$ cat src/rtl/buffer_loader_pkg.sv
// ---------------------------------------------------------------------------
// buffer_loader_pkg
//   Shared definitions for the row buffer fill path:
//     - default stream beat width, row width and row count (shared with the
//       row register buffer itself),
//     - the beats-per-row derivation,
//     - the loader FSM state encoding.
//   Optional feature macro used by files importing this package:
//     LOADER_MSB_FIRST_EN - pack beat 0 into the MSB slot instead of the LSB.
// ---------------------------------------------------------------------------
package buffer_loader_pkg;

  localparam int DEF_IN_W  = 64;
  localparam int DEF_WIDTH = 384;
  localparam int DEF_DEPTH = 16;

  // Number of stream beats that make up one buffer row. The row width must
  // be an integer multiple of the beat width.
  function automatic int beats_per_row(input int width, input int in_w);
    return width / in_w;
  endfunction

  localparam int DEF_BEATS = beats_per_row(DEF_WIDTH, DEF_IN_W);

  typedef enum logic [1:0] {
    ST_IDLE  = 2'd0,
    ST_FILL  = 2'd1,
    ST_FLUSH = 2'd2
  } state_t;

endpackage

$ cat src/rtl/buffer_loader_row_packer.sv
// ---------------------------------------------------------------------------
// buffer_loader_row_packer
//   Collects BEATS consecutive stream beats into one row-wide assembly
//   register. o_row_full strobes in the cycle the last beat of a row is
//   accepted; o_row is the complete row including that beat, so the caller
//   can register it on the same edge.
//   Macro: LOADER_MSB_FIRST_EN - beat k lands in slot BEATS-1-k instead of k.
// Ports:
//   i_clk       clock, rising edge
//   i_rst       synchronous active-high reset
//   i_clear     restart packing at beat 0 (new load)
//   i_accept    a beat is transferred this cycle
//   i_data      beat payload
//   o_row_full  last beat of the current row accepted this cycle
//   o_row       assembled row (combinational merge of register + this beat)
// ---------------------------------------------------------------------------
module buffer_loader_row_packer
  import buffer_loader_pkg::*;
#(
  parameter int IN_W  = DEF_IN_W,
  parameter int WIDTH = DEF_WIDTH
) (
  input  logic             i_clk,
  input  logic             i_rst,
  input  logic             i_clear,
  input  logic             i_accept,
  input  logic [IN_W-1:0]  i_data,
  output logic             o_row_full,
  output logic [WIDTH-1:0] o_row
);

  localparam int BEATS  = beats_per_row(WIDTH, IN_W);
  localparam int BCNT_W = (BEATS > 1) ? $clog2(BEATS) : 1;
  localparam logic [BCNT_W-1:0] LAST_BEAT = BCNT_W'(BEATS - 1);

  logic [BCNT_W-1:0] beat_cnt_reg;
  logic [WIDTH-1:0]  row_reg;
  logic [WIDTH-1:0]  row_next;
  logic [BEATS-1:0]  slot_hit;

  // Each slot picks up the incoming beat when the beat counter points at
  // the beat index that maps onto it; otherwise it keeps its contents.
  for (genvar gi = 0; gi < BEATS; gi++) begin : g_slot
`ifdef LOADER_MSB_FIRST_EN
    localparam int BEAT_IDX = BEATS - 1 - gi;
`else
    localparam int BEAT_IDX = gi;
`endif
    assign slot_hit[gi] = i_accept && (beat_cnt_reg == BCNT_W'(BEAT_IDX));
    assign row_next[gi*IN_W +: IN_W] = slot_hit[gi] ? i_data
                                                    : row_reg[gi*IN_W +: IN_W];
  end

  always_ff @(posedge i_clk) begin
    if (i_rst) begin
      beat_cnt_reg <= '0;
      row_reg      <= '0;
    end else begin
      row_reg <= row_next;
      if (i_clear) begin
        beat_cnt_reg <= '0;
      end else if (i_accept) begin
        beat_cnt_reg <= (beat_cnt_reg == LAST_BEAT) ? '0
                                                    : beat_cnt_reg + BCNT_W'(1);
      end
    end
  end

  assign o_row_full = i_accept && (beat_cnt_reg == LAST_BEAT);
  assign o_row      = row_next;

endmodule

$ cat src/rtl/buffer_loader.sv
// ---------------------------------------------------------------------------
// buffer_loader
//   Fill stage for the row register buffer: accepts a narrow valid/ready
//   stream, packs BEATS beats per row and writes i_rows rows starting at
//   i_base (wrapping modulo DEPTH), then pulses o_done.
//   Macro: LOADER_MSB_FIRST_EN - beat 0 lands in the row's MSB slot.
// Ports:
//   i_clk      clock, rising edge
//   i_rst      synchronous active-high reset
//   i_start    load request, only honoured in IDLE
//   i_base     first row address, latched on accepted start
//   i_rows     rows to load (0..DEPTH), latched on accepted start
//   i_valid    stream beat valid
//   i_data     stream beat
//   o_ready    beat accepted when i_valid && o_ready
//   o_we       buffer write enable, one pulse per row
//   o_addr_wr  buffer write row (held between writes)
//   o_data_wr  assembled row (held between writes)
//   o_busy     accepted start through the o_done cycle
//   o_done     single-cycle completion pulse
// ---------------------------------------------------------------------------
module buffer_loader
  import buffer_loader_pkg::*;
#(
  parameter int IN_W   = DEF_IN_W,
  parameter int WIDTH  = DEF_WIDTH,
  parameter int DEPTH  = DEF_DEPTH,
  parameter int ADDR_W = $clog2(DEPTH)
) (
  input  logic              i_clk,
  input  logic              i_rst,
  input  logic              i_start,
  input  logic [ADDR_W-1:0] i_base,
  input  logic [ADDR_W:0]   i_rows,
  input  logic              i_valid,
  input  logic [IN_W-1:0]   i_data,
  output logic              o_ready,
  output logic              o_we,
  output logic [ADDR_W-1:0] o_addr_wr,
  output logic [WIDTH-1:0]  o_data_wr,
  output logic              o_busy,
  output logic              o_done
);

  localparam logic [ADDR_W-1:0] LAST_ADDR = ADDR_W'(DEPTH - 1);

  state_t            state_reg, state_next;
  logic [ADDR_W-1:0] wr_ptr_reg;
  logic [ADDR_W:0]   rows_reg;
  logic [ADDR_W:0]   row_cnt_reg;
  logic [ADDR_W:0]   row_cnt_inc;
  logic              we_reg;
  logic [ADDR_W-1:0] addr_wr_reg;
  logic [WIDTH-1:0]  data_wr_reg;

  logic              start_acc;
  logic              beat_acc;
  logic              row_full;
  logic [WIDTH-1:0]  row_data;
  logic              last_row;

  assign start_acc   = (state_reg == ST_IDLE) && i_start;
  assign beat_acc    = i_valid && o_ready;
  assign row_cnt_inc = row_cnt_reg + (ADDR_W + 1)'(1);
  // The row being completed now is the final one when it brings the count
  // up to the programmed total.
  assign last_row    = (row_cnt_inc == rows_reg);

  buffer_loader_row_packer #(
    .IN_W  (IN_W),
    .WIDTH (WIDTH)
  ) u_row_packer (
    .i_clk      (i_clk),
    .i_rst      (i_rst),
    .i_clear    (start_acc),
    .i_accept   (beat_acc),
    .i_data     (i_data),
    .o_row_full (row_full),
    .o_row      (row_data)
  );

  always_comb begin
    state_next = state_reg;
    o_ready    = 1'b0;
    o_done     = 1'b0;
    case (state_reg)
      ST_IDLE: begin
        if (i_start) begin
          state_next = (i_rows == '0) ? ST_FLUSH : ST_FILL;
        end
      end
      ST_FILL: begin
        o_ready = 1'b1;
        if (row_full && last_row) begin
          state_next = ST_FLUSH;
        end
      end
      ST_FLUSH: begin
        // The final row's write is issued from the output register in this
        // same cycle, so done and the last o_we line up.
        o_done     = 1'b1;
        state_next = ST_IDLE;
      end
      default: state_next = ST_IDLE;
    endcase
  end

  // Busy covers the accepting start cycle itself, hence the i_start term.
  assign o_busy = (state_reg != ST_IDLE) || (i_start && !i_rst);

  always_ff @(posedge i_clk) begin
    if (i_rst) begin
      state_reg   <= ST_IDLE;
      wr_ptr_reg  <= '0;
      rows_reg    <= '0;
      row_cnt_reg <= '0;
      we_reg      <= 1'b0;
      addr_wr_reg <= '0;
      data_wr_reg <= '0;
    end else begin
      state_reg <= state_next;
      we_reg    <= row_full;
      if (start_acc) begin
        wr_ptr_reg  <= i_base;
        rows_reg    <= i_rows;
        row_cnt_reg <= '0;
      end
      if (row_full) begin
        addr_wr_reg <= wr_ptr_reg;
        data_wr_reg <= row_data;
        // Running pointer wraps explicitly so DEPTH need not be a power of 2.
        wr_ptr_reg  <= (wr_ptr_reg == LAST_ADDR) ? '0 : wr_ptr_reg + ADDR_W'(1);
        row_cnt_reg <= row_cnt_inc;
      end
    end
  end

  assign o_we      = we_reg;
  assign o_addr_wr = addr_wr_reg;
  assign o_data_wr = data_wr_reg;

endmodule
$ cat config.mk
export PLATFORM = sky130hd
export DESIGN_NAME = buffer_loader
export DESIGN_NICKNAME = d
export VERILOG_FILES = /design/src/rtl/buffer_loader_pkg.sv /design/src/rtl/buffer_loader_row_packer.sv /design/src/rtl/buffer_loader.sv
export SDC_FILE = /design/constraint.sdc
export NUM_CORES = 1
export LEC_CHECK = 0
export CAP_MARGIN = 40
export CELL_PAD_IN_SITES_DETAIL_PLACEMENT = 2
export CELL_PAD_IN_SITES_GLOBAL_PLACEMENT = 2
export CORE_UTILIZATION = 32
export DETAILED_ROUTE_END_ITERATION = 12
export PLACE_DENSITY_LB_ADDON = 0.1
export SLEW_MARGIN = 20
export SYNTH_ARGS = -nofsm -noshare
export SYNTH_HDL_FRONTEND = slang
export SYNTH_SLANG_ARGS = --single-unit
$ cat constraint.sdc
create_clock -name i_clk -period 2.4 [get_ports i_clk]
set_clock_uncertainty 0.2 [all_clocks]
set_input_delay 0.48 -clock i_clk [delete_from_list [all_inputs] [get_ports i_clk]]
set_output_delay 0.48 -clock i_clk [all_outputs]
set_load 0.005 [all_outputs]
==> flow_summary_export.csv, run 1 <==
group,metric,value,unit
routing,drt_iter0_markers,802,
finish,final_common_cell,"dfxtp_1",
setup_path,critPathSlowestCell,"dfxtp_2",
timing,grt_setup_unrepaired,"no",
clock_tree,clock-sinks,728,
timing,maxSlewViolCount,0,
die,fp.dieH,281,um
synth,synthCells,2532,
clock_tree,cts_tree,"built",
synth,ys_seq_elements,728,
global_routing,overflow,0,
clock_tree,clkSlewWorstSetupHoldPaths,0.06,ns
synth,yosys.area.top_type,"dfxtp_1",
timing,setup-violations-final,0,
synth,yosysSeqAreaShare,58.3,%
synth,syn-num-nets,2612,
setup_path,r2r_slack,0.25,ns
timing,timing.setup.tns,0,ns
clock_tree,h-tree-depth,3,
finish,fin_area,0.0339,mm^2
finish,layout_common_cells,"dfxtp_1 (726), nor2_1 (655), clkdlybuf4s50_1 (464)",
routing,drc,0,
synth,synth.top_cell.area_share,58.3,%
global_routing,track_usage,21.2,%
timing,final_hold_viol_count,0,
setup_path,r2r_end,"o_data_wr[150]",
synth,synth_edf_count,0,
die,num_io_pins,469,
setup_path,crit_type,"reg -> out",
finish,nets,3030,
setup_path,r2r-start,"state_reg[0]",
setup_path,crit_fanout,7,
finish,seq_area,0.0146,mm^2
die,core-area,0.0773,mm^2
setup_path,worstSetupStartpoint,"state_reg[0]",
timing,post-route-period-util,95.0,%
die,initial_core_util,32.3,%
setup_path,end_kind,"output pin",
routing,wl_per_cell,21.2,um
pwr,internal-power,20.0,mW
clock_tree,cts-root-buf,"clkbuf_16",
timing,worst_slew_pin_slew,1.13,ns
placement,io_buffers,468,
outcome,status,"finished, final reports clean",
finish,fillers,8098,
setup_path,critPathLaunchType,"flop",
placement,place_hpwl,57.2,mm
synth,synth_cell_type_count,33,
global_routing,antenna_found_initial,7,
placement,placed_area,0.0311,mm^2
synth,synth_ff_type,"dfxtp_1",
setup_path,cp_top_family,"flip-flops",
setup_path,worstPathRequired,1.72,ns
pwr,pwr-share-clk,49.4,%
clock_tree,post_cts.repair.setup_buffers,0,
timing,fmax,0.439,GHz
placement,gp_congestion,0.751,
flow_run,drv_cap,0,
routing,totalWireLength,85.9,mm
synth,avgSynthCellArea,9.87,um^2
finish,drive_gt1_share,7.21,%
setup_path,max_stage_delay,0.42,ns
die,dieArea,0.0792,mm^2
routing,vias,20000,
finish,syn2layout_area_growth,35.5,%
pwr,power_density,757,mW/mm^2
routing,ant_nets,0,
setup_path,arrival,1.60,ns
setup_path,cp.depth,2,
setup_path,reg2reg_depth,8,
global_routing,grt_pass1_vias,21800,
die,die-width,281,um
finish,multi_input_area,0.00952,mm^2
routing,via_per_inst,4.94,
synth,synthArstFlopShare,0,%
pwr,switchingPower,5.61,mW
finish,largest_reg_flops,384,
clock_tree,clock_latency,0.62,ns
clock_tree,cts-buffers-inserted,81,
pwr,power,25.6,mW
finish,post_layout_nonfiller_instances,4052,
timing,fin_crit,2.28,ns
global_routing,grt_pass1_wl,130,mm
global_routing,grt_max_degree,241,
hold_path,hold_path_class,"in -> reg",
placement,dp_cells,3906,
setup_path,crit_buf_inv,1,
pwr,p_leak,13.8,nW
timing,fin_ws,0.120,ns
setup_path,crit_path_end,"o_ready",
timing,fin_worst_hold_slack,0.191,ns
routing,dr.pass1.iters,4,
pwr,irDropWorstVdd,0.000500,V
setup_path,crit_chain,"nor2b_2, dlygate4sd2_1",
pwr,pwr-share-comb,3.0,%
clock_tree,clockBufferDepth,3,
placement,pre_cts_ws,-0.333,ns
timing,relSlewSlack,24.6,%
pwr,switching_share,21.9,%
synth,synth_area,0.0250,mm^2
finish,postLayoutCoreUtil,43.8,%
die,std_cell_rows,102,
synth,synthTopCellsByArea,"dfxtp_1 (58%), mux2i_1 (13%), nor2_1 (9.9%), a211oi_1 (9.6%), nand2_1 (2.4%)",
pwr,pwr-share-seq,47.5,%
synth,ys.warnings.count,0,
routing by layer:
layer / up-vias / share of wire (%) / GRT usage (%)
met1: 9946 / 41 / 24.6
li1: 9493 / - / -
met2: 384 / 50 / 37.6
met5: - / 0.081 / 0
met3: 166 / 5.1 / 5.27
met4: 10 / 3.8 / 7.98
power by group through the flow:
stage	sequential, mW	clock, mW	combinational (mW)
after floorplan	12.4	0	0.371
after global placement	12.4	0	0.756
after detailed placement	12.4	0	0.786
after CTS	12.2	13.1	0.791
after global routing	12.2	13.5	0.841
final	12.2	12.7	0.779
worst reg2reg max path, cell delays in order (launching register included):
cell	delay, ns
dfxtp_2	0.42
nand3b_1	0.14
nor3_1	0.17
buf_4	0.16
nand2_4	0.10
buf_4	0.23
buf_12	0.17
mux2i_1	0.15
a211oi_1	0.31
logic make-up after synthesis:
logic type                 synth area share [%]
xor gates and xnor gates                  0.245
and+or+nand+nor                            12.9
adders and majority gates                 0.150
AOI/OAI and AO/OA                          11.7
buffers and inverters                      3.85
muxes                                      12.8
DFF                                        58.3
repair_timing:
item                                    4_1_cts  5_1_grt
hold buffers                                  1        0
resized for setup                             9        1
hold endpoints to repair                      3        0
endpoints found under the setup margin        3        2
area by class of cell:
type                       count  area share, %
inverter                       5         0.0554
multi-input combinational   1592           28.1
antenna                        2         0.0148
clock buffer                 120           7.38
timing repair buffer         542           16.9
tap                         1040           3.84
clock inverter                23          0.676
sequential                   728           43.0
worst min-delay path by stage:
stage	startpoint	to	slack (ns)	cells after the start
final	i_rst	u_row_packer.row_reg[48]	0.19	3
after global routing	i_rst	u_row_packer.row_reg[48]	0.18	3
after CTS	i_rst	u_row_packer.row_reg[44]	0.16	3
after detailed placement	o_data_wr[323]	o_data_wr[323]	0.25	2
after global placement	o_data_wr[320]	o_data_wr[320]	0.24	2
after floorplan	rows_reg[0]	rows_reg[0]	0.25	2
cell usage after synthesis, types with 2 or more instances:
cell,instances
nor2_1,656
and2_1,3
a211oi_1,321
nor3_1,6
buf_2,73
a311oi_1,3
clkbuf_1,113
a21oi_1,82
xnor2_1,5
nand3_1,6
nand2_1,157
dfxtp_1,728
o21ai_0,9
or3_1,4
mux2i_1,320
ha_1,3
nand2b_1,2
inv_1,5
nand3b_1,2
buf_4,8
nor2b_1,2
xor2_1,2
buf_1,7
buf_6,6
Note: power is estimated with default switching activity, not from simulation.
==> run 2, diff against run 1 <==
--- a/config.mk
+++ b/config.mk
@@ -8,8 +8,9 @@
 export CAP_MARGIN = 40
 export CELL_PAD_IN_SITES_DETAIL_PLACEMENT = 2
 export CELL_PAD_IN_SITES_GLOBAL_PLACEMENT = 2
-export CORE_UTILIZATION = 32
+export CORE_UTILIZATION = 38
 export DETAILED_ROUTE_END_ITERATION = 12
+export DONT_BUFFER_PORTS = 1
 export PLACE_DENSITY_LB_ADDON = 0.1
 export SLEW_MARGIN = 20
 export SYNTH_ARGS = -nofsm -noshare
==> run 2 against run 1 <==
Against the previous run: largest power group is now registers; largest cell class unchanged; cell count shrank 15%; die area shrank 16%; setup slack lost 0.12 ns; the flow now finishes with violations (hold timing, slew limit); critical endpoint is now u_row_packer.row_reg[240].
==> flow_summary_export.csv, run 2 (same netlist as run 1, synthesis figures left out) <==
group,metric,value,unit
outcome,status,"finished, violations left",
outcome,failed_checks,"hold timing, slew limit",
timing,post-route-period-util,99.8,%
global_routing,grt_max_degree,730,
timing,timing.setup.tns,0,ns
die,die-width,258,um
clock_tree,clock_latency,0.61,ns
finish,final_common_cell,"dfxtp_1",
timing,grt_setup_unrepaired,"yes",
timing,relSlewSlack,-33.4,%
pwr,p_leak,12.3,nW
timing,maxSlewViolCount,348,
global_routing,antenna_found_initial,0,
setup_path,r2r_slack,0.005,ns
timing,fmax,0.417,GHz
routing,drc,0,
global_routing,grt_pass1_wl,120,mm
setup_path,arrival,2.70,ns
routing,drt_iter0_markers,806,
setup_path,cp_top_family,"buffers and inverters",
setup_path,r2r_end,"u_row_packer.row_reg[240]",
clock_tree,h-tree-depth,3,
setup_path,crit_chain,"and2_1, ha_1, nand3_4, buf_16, mux2i_1, nor2_1, dlygate4sd3_1",
routing,dr.pass1.iters,4,
die,dieArea,0.0668,mm^2
hold_path,hp-start,"i_rst",
setup_path,crit_fanout,16,
hold_path,hold_path_class,"in -> reg",
clock_tree,cts-buffers-inserted,80,
timing,fin_worst_hold_slack,-0.207,ns
clock_tree,clock-sinks,728,
global_routing,overflow,0,
routing,totalWireLength,81.4,mm
setup_path,cp.depth,7,
routing,via_per_inst,5.35,
global_routing,track_usage,23.1,%
die,std_cell_rows,93,
clock_tree,cts_tree,"built",
finish,drive_gt1_share,6.88,%
timing,worst_slew_pin_slew,2.00,ns
setup_path,crit_buf_inv,2,
finish,syn2layout_area_growth,17.6,%
setup_path,max_stage_delay,0.62,ns
routing,ant_nets,0,
setup_path,crit_type,"reg -> reg",
placement,io_buffers,0,
flow_run,drv_cap,0,
finish,nets,2628,
routing,wl_per_cell,23.5,um
die,num_io_pins,469,
timing,fin_crit,2.40,ns
hold_path,whs_path_depth,1,
clock_tree,clkSlewWorstSetupHoldPaths,0.06,ns
pwr,irDropWorstVdd,0.000476,V
timing,final_hold_viol_count,85,
global_routing,grt_pass1_vias,20200,
setup_path,reg2reg_depth,7,
setup_path,critPathSlowestCell,"dlygate4sd3_1",
setup_path,r2r-start,"u_row_packer.beat_cnt_reg[1]",
hold_path,min_to,"o_data_wr[333]",
die,initial_core_util,38.6,%
placement,gp_congestion,0.764,
die,core-area,0.0647,mm^2
placement,place_hpwl,49.0,mm
routing,vias,18500,
timing,setup-violations-final,0,
die,fp.dieH,258,um
finish,largest_reg_flops,384,
setup_path,end_kind,"flop",
finish,layout_common_cells,"dfxtp_1 (724), nor2_1 (655), a211oi_1 (320)",
clock_tree,cts-root-buf,"clkbuf_16",
setup_path,worstPathRequired,2.70,ns
pwr,power_density,830,mW/mm^2
finish,diodes,0,
setup_path,critPathLaunchType,"flop",
clock_tree,clockBufferDepth,3,
run 2: cell types whose count changed in the layout (fill, tap and decap cells not counted), moves of 3 or more:
| cell | change |
|---|---|
| clkdlybuf4s50_1 | -464 |
| inv_6 | +4 |
| clkinv_2 | -9 |
| mux2i_2 | +3 |
| dlygate4sd3_1 | +95 |
| mux2i_1 | -3 |
| dlygate4sd2_1 | -3 |
| buf_12 | -14 |
| buf_4 | -20 |
| clkbuf_1 | +10 |
| dfxtp_2 | +3 |
| bufinv_16 | -4 |
run 2: per-layer routing:
metal	up-vias	global-route usage, %	wire, um
met3	124	8.18	6410
met2	393	41.3	40600
met5	-	0	0
met4	0	7.84	2230
met1	9292	25.3	32200
li1	8683	-	-
run 2: worst register-to-register path: cells and delay by family (launching register included):
kind                       cells  cell delay, ns
DFF                            1            0.36
buffers and inverters          2            0.84
adders and majority gates      1            0.22
muxes                          1            0.30
and+or+nand+nor                3            0.38
run 2: metrics by stage:
| stage | setup WS (ns) | area [um^2] | power (mW) | instances | util [%] |
|---|---|---|---|---|---|
| after global placement | 0.168 | 25700 | 12.7 | 3215 | 39.8 |
| after detailed placement | 0.0832 | 25700 | 12.7 | 3215 | 39.8 |
| after global routing | -0.0731 | 29400 | 25.2 | 3457 | 45.4 |
| after floorplan | 0.505 | 25000 | 12.8 | 2532 | - |
| after CTS | 0.00953 | 29000 | 24.7 | 3432 | 44.9 |
| final | 0.00474 | 29400 | 24.4 | 3457 | 45.4 |
run 2: worst max path at each step:
stage / startpoint / endpoint / slack (ns)
floorplan: i_valid / o_data_wr[79] / 0.51
global placement: u_row_packer.beat_cnt_reg[1] / state_reg[0] / 0.17
detailed placement: state_reg[0] / o_data_wr[263] / 0.08
CTS: state_reg[0] / o_data_wr[86] / 0.01
global route: u_row_packer.beat_cnt_reg[1] / o_addr_wr[0] / -0.07
finish: u_row_packer.beat_cnt_reg[1] / u_row_packer.row_reg[240] / 0.005
run 2: where the power goes:
part	switching [mW]	leakage (nW)	internal [mW]
combinational	0.292	5.20	0.208
sequential	0.0301	5.87	12.2
clock	4.90	1.22	6.81
total	5.22	12.3	19.2
run 2: final cells by class:
class / instances / area, um^2
timing repair buffer: 141 / 1700
inverter: 5 / 18.8
fill: 6687 / 35300
multi-input combinational: 1592 / 9540
sequential: 728 / 14600
tap: 855 / 1070
clock inverter: 13 / 86.3
clock buffer: 123 / 2380
run 2: timing repair:
action,4_1_cts,5_1_grt
endpoints found under the hold margin,728,707
setup buffers,0,6
setup endpoints to repair,0,39
gates resized for setup,0,15
hold buffers,81,15
